File: src/rtl/led_seq_ctrl.sv
// led_seq_ctrl: programmable LED blink sequencer.
//
// Holds a DEPTH-entry table of (LED pattern, duration) slots. On start it plays
// the slots 0..last_idx in order. Each slot is held for max(dur,1) prescaled
// ticks, and one tick is DIV = CLK_HZ/TICK_HZ clock cycles. At the end of the
// table it either wraps back to slot 0 (loop) or returns to IDLE and pulses
// o_done.
//
// Handshake: i_start and i_stop are single-cycle pulses, sampled on the rising
// edge. A start is accepted only in IDLE when i_stop is low. A stop moves RUN
// to IDLE on the next cycle and has priority over a tick in the same cycle.
// Table writes are accepted in any cycle in which i_wr_en is high.
//
// Ports:
//   i_clk_100MHz  system clock
//   i_clr_n       asynchronous active-low reset
//   i_wr_en/i_wr_addr/i_wr_pattern/i_wr_dur  slot table write port
//   i_last_idx, i_loop  sequence shape, latched on an accepted start
//   i_start, i_stop     control pulses
//   o_leds        registered LED pattern (0 when idle)
//   o_busy        high in RUN (this is the FSM state)
//   o_step        index of the slot currently shown
//   o_tick        one-cycle tick strobe, RUN only
//   o_done        one-cycle pulse when a non-looping sequence completes
module led_seq_ctrl #(
    parameter int CLK_HZ  = 100_000_000,
    parameter int TICK_HZ = 1_000,
    parameter int DEPTH   = 8,
    parameter int LED_W   = 4,
    parameter int DUR_W   = 16,
    parameter int AW      = $clog2(DEPTH)
) (
    input  logic             i_clk_100MHz,
    input  logic             i_clr_n,
    input  logic             i_wr_en,
    input  logic [AW-1:0]    i_wr_addr,
    input  logic [LED_W-1:0] i_wr_pattern,
    input  logic [DUR_W-1:0] i_wr_dur,
    input  logic [AW-1:0]    i_last_idx,
    input  logic             i_loop,
    input  logic             i_start,
    input  logic             i_stop,
    output logic [LED_W-1:0] o_leds,
    output logic             o_busy,
    output logic [AW-1:0]    o_step,
    output logic             o_tick,
    output logic             o_done
);

    localparam int DIV = CLK_HZ / TICK_HZ;
    localparam int PW  = (DIV > 1) ? $clog2(DIV) : 1;
    localparam logic [PW-1:0]    PRESC_MAX = PW'(DIV - 1);
    localparam logic [DUR_W-1:0] DUR_ONE   = DUR_W'(1);

    typedef enum logic {
        ST_IDLE = 1'b0,
        ST_RUN  = 1'b1
    } state_t;

    state_t state_q, state_d;

    logic [LED_W-1:0] leds_q, leds_d;
    logic [AW-1:0]    step_q, step_d;
    logic [DUR_W-1:0] rem_q, rem_d;
    logic [PW-1:0]    presc_q, presc_d;
    logic [AW-1:0]    last_q, last_d;
    logic             loop_q, loop_d;
    logic             done_q, done_d;

    logic [LED_W-1:0] pat_mem [DEPTH];
    logic [DUR_W-1:0] dur_mem [DEPTH];

    logic             tick;
    logic             slot_end;
    logic             seq_end;
    logic [AW-1:0]    step_inc;

    // A zero duration is shown for one tick rather than being skipped.
    function automatic logic [DUR_W-1:0] nz_dur(input logic [DUR_W-1:0] d);
        return (d == '0) ? DUR_ONE : d;
    endfunction

    // Slot table: deliberately not reset. Reads see the pre-write contents in
    // the cycle of a write, so a start coinciding with a write to slot 0 loads
    // the old entry.
    always_ff @(posedge i_clk_100MHz) begin
        if (i_wr_en) begin
            pat_mem[i_wr_addr] <= i_wr_pattern;
            dur_mem[i_wr_addr] <= i_wr_dur;
        end
    end

    assign tick     = (state_q == ST_RUN) && (presc_q == PRESC_MAX);
    assign slot_end = tick && (rem_q <= DUR_ONE);
    assign seq_end  = slot_end && (step_q == last_q) && !loop_q;
    assign step_inc = step_q + AW'(1);

    // State register
    always_ff @(posedge i_clk_100MHz or negedge i_clr_n) begin
        if (!i_clr_n) begin
            state_q <= ST_IDLE;
            leds_q  <= '0;
            step_q  <= '0;
            rem_q   <= '0;
            presc_q <= '0;
            last_q  <= '0;
            loop_q  <= 1'b0;
            done_q  <= 1'b0;
        end else begin
            state_q <= state_d;
            leds_q  <= leds_d;
            step_q  <= step_d;
            rem_q   <= rem_d;
            presc_q <= presc_d;
            last_q  <= last_d;
            loop_q  <= loop_d;
            done_q  <= done_d;
        end
    end

    // Next-state logic
    always_comb begin
        state_d = state_q;
        case (state_q)
            ST_IDLE: if (i_start && !i_stop) state_d = ST_RUN;
            ST_RUN:  if (i_stop || seq_end)  state_d = ST_IDLE;
            default: state_d = ST_IDLE;
        endcase
    end

    // Output and datapath logic
    always_comb begin
        leds_d  = leds_q;
        step_d  = step_q;
        rem_d   = rem_q;
        presc_d = presc_q;
        last_d  = last_q;
        loop_d  = loop_q;
        done_d  = 1'b0;
        case (state_q)
            ST_IDLE: begin
                presc_d = '0;
                if (i_start && !i_stop) begin
                    last_d = i_last_idx;
                    loop_d = i_loop;
                    step_d = '0;
                    leds_d = pat_mem[0];
                    rem_d  = nz_dur(dur_mem[0]);
                end
            end
            ST_RUN: begin
                if (i_stop) begin
                    leds_d  = '0;
                    step_d  = '0;
                    rem_d   = '0;
                    presc_d = '0;
                end else begin
                    presc_d = tick ? '0 : presc_q + PW'(1);
                    if (tick) begin
                        if (rem_q > DUR_ONE) begin
                            rem_d = rem_q - DUR_ONE;
                        end else if (step_q != last_q) begin
                            step_d = step_inc;
                            leds_d = pat_mem[step_inc];
                            rem_d  = nz_dur(dur_mem[step_inc]);
                        end else if (loop_q) begin
                            step_d = '0;
                            leds_d = pat_mem[0];
                            rem_d  = nz_dur(dur_mem[0]);
                        end else begin
                            leds_d = '0;
                            step_d = '0;
                            rem_d  = '0;
                            done_d = 1'b1;
                        end
                    end
                end
            end
            default: ;
        endcase
    end

    assign o_leds = leds_q;
    assign o_busy = (state_q == ST_RUN);
    assign o_step = step_q;
    assign o_tick = tick;
    assign o_done = done_q;

endmodule
File: config.mk
export PLATFORM = sky130hd
export DESIGN_NAME = led_seq_ctrl
export DESIGN_NICKNAME = d
export VERILOG_FILES = /design/src/rtl/led_seq_ctrl.sv
export SDC_FILE = /design/constraint.sdc
export NUM_CORES = 1
export LEC_CHECK = 0
export ABC_CLOCK_PERIOD_IN_PS = 5740
export CAP_MARGIN = 20
export CORE_UTILIZATION = 60
export DETAILED_ROUTE_END_ITERATION = 10
export PLACE_DENSITY_LB_ADDON = 0.1
export SLEW_MARGIN = 20
export SYNTH_ARGS = -nofsm -noshare
export SYNTH_HDL_FRONTEND = slang
export SYNTH_SLANG_ARGS = --single-unit
export TNS_END_PERCENT = 20
File: constraint.sdc
create_clock -name i_clk_100MHz -period 5.74 [get_ports i_clk_100MHz]
set_clock_uncertainty 0.15 [all_clocks]
set_input_delay 1.148 -clock i_clk_100MHz [delete_from_list [all_inputs] [get_ports i_clk_100MHz]]
set_output_delay 1.148 -clock i_clk_100MHz [all_outputs]
set_load 0.03 [all_outputs]
# Yosys cells after proc, flatten, opt, wreduce, memory -nomap -nowiden
# Memories as Yosys holds them, arrays and structs flattened.
# Cells that the tools add are included.
dict set report word_totals {
  ff_bits 46
  output_inout_bits 10
  inputBits 32
  mem_bits_rw 160
  word_cells 71
  memories 2
}
dict set report classes {
  n_reduce_logical 13
  bitwise 1
  muxes 36
  add_sub_neg 3
  n_eq_ne 6
  magnitude_cmp 2
}
# name words word_bits read_ports rd_ports_with_merged_regs wr line_no
set mem_list {}
lappend mem_list {dur_mem 8 16 2 0 1 71} ;# logic [DUR_W-1:0] dur_mem [DEPTH];
lappend mem_list {pat_mem 8 4 2 0 1 70} ;# logic [LED_W-1:0] pat_mem [DEPTH];
# cell n
set ops {}
lappend ops {{2-to-1 mux 16 bit} 8}
lappend ops {{2-to-1 mux 17 bit} 2}
lappend ops {{one-hot mux 17 bit (2 select lines)} 1}
lappend ops {{logical NOT 16 bit} 2}
lappend ops {{one-hot mux 16 bit (2 select lines)} 1}
lappend ops {{2-to-1 mux 4 bit} 6}
lappend ops {{adder 17 x 1 -> 17 bit, second input constant} 1}
lappend ops {{equality test 17 bit, second input constant} 1}
lappend ops {{greater-than comparator 16 x 1 -> 1 bit, second input constant} 1}
lappend ops {{<= comparator 16 x 1 -> 1 bit, second input constant} 1}
lappend ops {{subtractor 16 x 1 -> 16 bit, second input constant} 1}
lappend ops {{2-to-1 mux 3 bit} 5}
lappend ops {{2-to-1 mux 1 bit} 10}
lappend ops {{one-hot mux 4 bit (2 select lines)} 1}
lappend ops {{one-hot mux 3 bit (2 select lines)} 1}
lappend ops {{logical AND 1 bit} 5}
lappend ops {{AND reduction 2 bit} 2}
lappend ops {{adder 3 x 1 -> 3 bit, second input constant} 1}
lappend ops {{equality test 3 bit} 1}
lappend ops {{inequality test 3 x 2 -> 1 bit, second input constant} 1}
lappend ops {{inequality test 3 bit} 1}
lappend ops {{inequality test 3 bit, second input constant} 1}
lappend ops {{AND reduction 3 bit} 1}
lappend ops {{logical NOT 1 bit} 2}
lappend ops {{4 further kinds} 4}

# Depth between registers and ports, before layout
# Gate-level depths: netlist of the first run.
# An unclocked memory read counts as a cell.
dict set report logic_depth {
  depth_word 9
  depth_mapped 10
  depth_no_buf 7
}

# Worst setup path after synthesis of the first run
# Ideal clock, no wire load.
dict set report synth_path {
  kind {input port to flip-flop}
  startpoint {input port i_wr_addr[2]}
  endpoint {memory dur_mem[0][0], enable pin}
  cell_stages 2
  arrival_ns 2.729
  slack_ns 2.438
  required_time_ns 5.168
  n_path_buf 0
  setup_time_ns 0.422
  path_cell_list {nand2b_1 nor3_1}
}
# item line_no
set synth_lines {}
lappend synth_lines {{from (decl)} 36} ;# input logic [AW-1:0] i_wr_addr,
lappend synth_lines {{to (decl)} 71}
# No word-level cell before the write port.

# Worst setup path after layout of the first run
dict set report layout_path {
  startpoint {register state_q (netlist: o_busy)}
  endpoint {output port o_tick}
}
dict set report layout_between {
  elab_chain_len 1
}
# item line_no
set layout_rtl {}
lappend layout_rtl {{from (decl)} 60} ;# state_t state_q, state_d;
lappend layout_rtl {{from (signal assigned)} 110} ;# state_q <= state_d;
lappend layout_rtl {{logical AND 1 bit} 93} ;# assign tick = (state_q == ST_RUN) && (presc_q == PRESC_MAX);
lappend layout_rtl {{to (decl)} 46} ;# output logic o_tick,
# Every way passes these cells.

==> results.toml, run 1 <==
[placed_design]
numPortBuffers = 41
routabilityCongestion = 0.836
pre_cts_slack_ns = 1.91
dpl.hpwl_mm = 11.7
dp_cells = 820

[synth]
yosys.area.top_type = "edfxtp_1"
netlist_area_um2 = 9020
synth-simple-area-share_pct = 9.41
synth_cells = 608
synthTopCellsByArea = "edfxtp_1 53%, dfrtp_1 13%, mux4_2 8.5%, mux2i_1 3.9%, nand2_1 2.5%"
synth_nets = 644
seq_area_frac_synth_pct = 66.0
synth_top_family_by_area = "multiplexers"
synth-xor-area-share_pct = 2.81
ys_async_sr_fraction_pct = 22.3
synth_edf_count = 160
synth_warnings = 0
synthMuxAreaShare_pct = 14.2
ys.flop_type = "edfxtp_1"
netlist.area_leader.share_pct = 53.2
synth_compound_area_share_pct = 5.14
synth_cell_types = 45
synth.ff_latch_count = 206
avgSynthCellArea_um2 = 14.8
synth_fa_ha_area_share_pct = 0.555

[routing]
dr.pass1.iters = 5
antenna_left = 0
drt_wl_total_mm = 18.2
wl_per_cell_um = 21.2
first_iter_violations = 446
vias = 5293
drc_errors = 0
vias_per_cell = 6.18

[final_layout]
layout_commonest_cell = "edfxtp_1"
diodes = 0
nets = 695
stdcell_count = 857
layout-area-overhead-vs-synth_pct = 15.0
drive_above_1_share_pct = 17.7
utilization_pct = 71.2
layout_common_cells = "160 x edfxtp_1, 61 x nand2_1, 47 x nor2_1"
fillCellCount = 959

[floorplanning]
placementRows = 44
pin_count = 42
dieArea_um2 = 15500
start_util_pct = 61.9
die_w_um = 125
die_y_um = 125
coreArea_um2 = 14600

[clocking]
numCtsBuffers = 21
ctsResizeCount = 0
clockBufferDepth = 3
cts_sinks = 206
clock_latency_ns = 0.50
cts_tree = "built"
h-tree-depth = 1
post-cts-setup-buffers = 0
clkTransAtPathRegs_ns = 0.06
clockRootBuffer = "clkbuf_16"
ctsHoldBuffers = 0

[sta]
timing_hold_violations_final = 0
fin_crit_sh_pct = 76.1
fin_tns_setup_ns = 0
max_freq_mhz = 229
period_minus_slack_ns = 4.37
slew_violations = 0
rsz0062_at_grt = "no"
setup_ws_ns = 1.37
worst_slew_pin_slew_ns = 0.922
setup_viol = 0
slew_headroom_pct = 38.6
whs_ns = 0.373

[worst_setup_path]
arrival_ns = 3.07
critPathMaxStageDelay_ns = 0.67
cp_num_cells = 5
crit_fanout = 19
cp_top_family = "buffers and inverters"
crit_type = "flip-flop to primary output"
critPathBufInv = 3
worstSetupStartpointType = "flip-flop"
required_ns = 4.44
crit_path_cell_trace = "clkinv_1, nor4_1, nand4_1, inv_1, clkdlybuf4s50_1"
crit_slowest_cell = "clkdlybuf4s50_1"
worstSetupEndpointType = "primary output"
rr_worst_depth = 6

[global_routing]
grt_pass1_wl_mm = 29.5
antenna_found_initial = 0
grt_pass1_vias = 5445
grt.total_usage_pct = 24.5
grt_max_degree = 54
overflow = 0

[power]
p_leak_nw = 3.50
vdd_drop_max_uv = 298
p_per_area_nw_per_um2 = 357
power.internal_mw = 2.77
switching_share_pct = 25.2
pwr-share-seq_pct = 47.9
combPwrFrac_pct = 15.4
power_frac_clock_pct = 36.7
p_sw_mw = 0.936

[run_status]
status = "finished clean"

[flow_run]
maxCapViolCount = 0

[hold_path]
hp-class = "flip-flop to flip-flop"
whs_path_depth = 2
-- state kept, by name (all words and copies together) (netlist names) --
name and count:
presc_q 17, o_step 3, pat_mem 32, rem_q 16, loop_q 1, o_done 1
last_q 3, o_leds 4, o_busy 1, dur_mem 128
-- kinds of logic after synthesis --
group	count (synthesis)
flops	206
simple gates	181
mux	84
compound gates	67
buf+inv	37
xor+xnor	29
fa+ha+maj	4
-- power by group through the flow --
stage | sequential (mW) | clock (mW) | combinational, mW
3_5_place_dp | 1.81 | 0 | 0.574
6_report | 1.78 | 1.36 | 0.573
3_3_place_gp | 1.80 | 0 | 0.563
2_1_floorplan | 1.80 | 0 | 0.398
4_1_cts | 1.78 | 1.39 | 0.579
5_1_grt | 1.79 | 1.44 | 0.626
-- through the flow --
stage | cell area, um^2 | total power, mW
6_report | 10400 | 3.71
5_1_grt | 10400 | 3.85
4_1_cts | 10400 | 3.74
3_5_place_dp | 9690 | 2.38
3_3_place_gp | 9690 | 2.36
2_1_floorplan | 9020 | 2.20
-- Yosys cell counts, types with 2 or more instances --
cell,number
edfxtp_1,160
nand2_1,61
nor2_1,53
dfrtp_1,46
mux2i_1,35
mux4_2,34
o211ai_1,18
a31oi_1,16
clkbuf_1,16
xor2_1,16
mux2_2,15
nand3_1,15
xnor2_1,13
a21oi_1,12
buf_2,10
nor4_1,10
nor3_1,9
and3_1,7
inv_1,7
nand4_1,7
o21ai_0,6
or3_1,6
a21oi_2,4
ha_1,4
nand2b_1,4
a21o_1,2
buf_6,2
nor4_2,2
o21ai_1,2
-- path summary, 6_finish.rpt --
check                          start          end  slack [ns]
max                           o_busy       o_tick        1.37
min                        o_leds[1]    o_leds[1]        0.37
max reg2reg                 rem_q[4]    o_step[2]        2.59
min reg2reg                o_leds[1]    o_leds[1]        0.37
max in group asynchronous    i_clr_n    o_step[0]        4.38
min in group asynchronous    i_clr_n  presc_q[15]        0.60
-- worst min-delay path: stages, from the launching register on --
cell and delay, ns:
dfrtp_1 0.34, nor2_1 0.05, a21oi_2 0.09
-- layer usage --
metal	share of wire, %	global-route usage, %
met5	0	0
met4	1.4	5.53
met3	5.7	4.25
met2	48	38.5
met1	45	36.4
-- final cells by class --
class / instances / area [um^2] / area share, %
inverter: 8 / 30.0 / 0.289
tap: 184 / 230 / 2.22
sequential: 206 / 5960 / 57.4
multi-input combinational: 365 / 2950 / 28.4
clock buffer: 26 / 544 / 5.24
timing repair buffer: 57 / 526 / 5.06
clock inverter: 11 / 144 / 1.39
(Power assumes the default switching activity.)
==> run 2, diff against run 1 <==
--- a/config.mk
+++ b/config.mk
@@ -5,9 +5,9 @@
 export SDC_FILE = /design/constraint.sdc
 export NUM_CORES = 1
 export LEC_CHECK = 0
-export ABC_CLOCK_PERIOD_IN_PS = 5740
+export ABC_CLOCK_PERIOD_IN_PS = 3800
 export CAP_MARGIN = 20
-export CORE_UTILIZATION = 60
+export CORE_UTILIZATION = 54
 export DETAILED_ROUTE_END_ITERATION = 10
 export PLACE_DENSITY_LB_ADDON = 0.1
 export SLEW_MARGIN = 20
==> constraint.sdc (replaced) <==
create_clock -name i_clk_100MHz -period 3.8 [get_ports i_clk_100MHz]
set_clock_uncertainty 0.15 [all_clocks]
set_input_delay 0.76 -clock i_clk_100MHz [delete_from_list [all_inputs] [get_ports i_clk_100MHz]]
set_output_delay 0.76 -clock i_clk_100MHz [all_outputs]
set_load 0.03 [all_outputs]
==> results.toml, run 2 (same netlist as run 1, synthesis figures left out) <==
[final_layout]
nets = 703
largestRegisters = "dur_mem (128), pat_mem (32), presc_q (17)"
fillCellCount = 1168
ff_latch_area_um2 = 5960
largest_register_ffs = 128
finalInstanceArea_um2 = 10500
layout_common_cells = "160 x edfxtp_1, 61 x nand2_1, 47 x nor2_1"
layout_commonest_cell = "edfxtp_1"
diodes = 0
largest_register = "dur_mem"
multi_input_area_um2 = 2950
drive_above_1_share_pct = 18.4
layout-area-overhead-vs-synth_pct = 16.3

[sta]
slew_violations = 0
worst_slew_pin_slew_ns = 0.949
slew_headroom_pct = 36.7
rsz0062_at_grt = "no"
period_minus_slack_ns = 3.35
max_freq_mhz = 299
fin_tns_setup_ns = 0
setup_viol = 0
timing_hold_violations_final = 0
fin_crit_sh_pct = 88.1

[routing]
drc_errors = 0
wl_per_cell_um = 20.7
first_iter_violations = 418
vias = 5278
drt_wl_total_mm = 18.6
antenna_left = 0
dr.pass1.iters = 5
vias_per_cell = 5.87

[worst_setup_path]
r2r-start = "rem_q[4]"
worstSetupEndpointType = "primary output"
cp_top_family = "buffers and inverters"
crit_type = "flip-flop to primary output"
worstSetupStartpointType = "flip-flop"
r2r_end = "o_step[2]"
cp-startpoint = "presc_q[0]"
critPathMaxStageDelay_ns = 0.66
crit_path_cell_trace = "ha_1, nand2_1, nor4_1, nand4_1, inv_1, clkdlybuf4s50_1"
critPathBufInv = 2
required_ns = 2.89
cp_num_cells = 6
crit_fanout = 6
crit_slowest_cell = "clkdlybuf4s50_1"
rr_worst_depth = 6
arrival_ns = 2.44
regToRegSetupSlack_ns = 0.65
critPathCapture = "o_tick"

[clocking]
numCtsBuffers = 22
clockRootBuffer = "clkbuf_16"
cts_tree = "built"
h-tree-depth = 1
cts_sinks = 206
clockBufferDepth = 3
clock_latency_ns = 0.51
clkTransAtPathRegs_ns = 0.06

[floorplanning]
pin_count = 42
die_y_um = 131
coreArea_um2 = 16100
placementRows = 46
start_util_pct = 56.0
dieArea_um2 = 17200
die_w_um = 131

[global_routing]
grt_max_degree = 56
grt.total_usage_pct = 22.6
grt_pass1_vias = 5378
overflow = 0
grt_pass1_wl_mm = 30.0
antenna_found_initial = 0

[placed_design]
numPortBuffers = 41
routabilityCongestion = 0.879
dpl_cell_area_um2 = 9780
dpl.hpwl_mm = 12.3

[flow_run]
maxCapViolCount = 0

[power]
p_per_area_nw_per_um2 = 538
p_leak_nw = 3.55
vdd_drop_max_uv = 410

[run_status]
status = "finished clean"

[hold_path]
hp-class = "input pin to asynchronous set/reset pin"
[run 2: report_power, final]
group	internal [mW]	switching [mW]	total, mW
sequential	2.56	0.118	2.68
clock	1.24	0.841	2.08
combinational	0.408	0.476	0.884
[run 2: area by class of cell]
| type | count | share of cell area, % |
|---|---|---|
| multi-input cells | 365 | 28.1 |
| inverters | 8 | 0.286 |
| repair buffers | 64 | 5.51 |
| flip-flops and latches | 206 | 56.7 |
| well taps | 216 | 2.57 |
| clock inverters | 9 | 0.751 |
| clock buffers | 31 | 6.05 |
[run 2: how the worst min path moves through the flow]
stage	endpoint	slack, ns	cells after the start
floorplan	last_q[0]	0.31	0
global placement	presc_q[0]	0.35	1
detailed placement	o_leds[3]	0.36	2
CTS	rem_q[2]	0.12	1
global route	rem_q[2]	0.14	1
finish	rem_q[2]	0.11	1
[run 2: per-stage QoR]
stage / setup WS (ns) / hold WS [ns] / util, % / cells / total power, mW
floorplan: 0.886 / 0.314 / - / 608 / 3.32
global placement: 0.723 / 0.353 / 60.7 / 858 / 3.59
detailed placement: 0.669 / 0.363 / 60.7 / 858 / 3.62
CTS: 0.168 / 0.117 / 65.1 / 898 / 5.69
global route: 0.233 / 0.144 / 65.2 / 899 / 5.87
finish: 0.452 / 0.109 / 65.2 / 899 / 5.64
[run 2: timing repair]
action | in CTS | in global routing
endpoints found under the setup margin | 0 | 1
hold buffers | 0 | 0
setup buffers | 0 | 1
resized for setup | 0 | 0
[run 2: layer usage]
| layer | part of all wire [%] | vias to the layer above | global-route usage [%] |
|---|---|---|---|
| met5 | 0 | - | 0 |
| met4 | 1.9 | 0 | 5.81 |
| met3 | 4.9 | 33 | 2.97 |
| met2 | 47 | 127 | 35.6 |
| met1 | 46 | 2664 | 33.6 |
| li1 | - | 2454 | - |
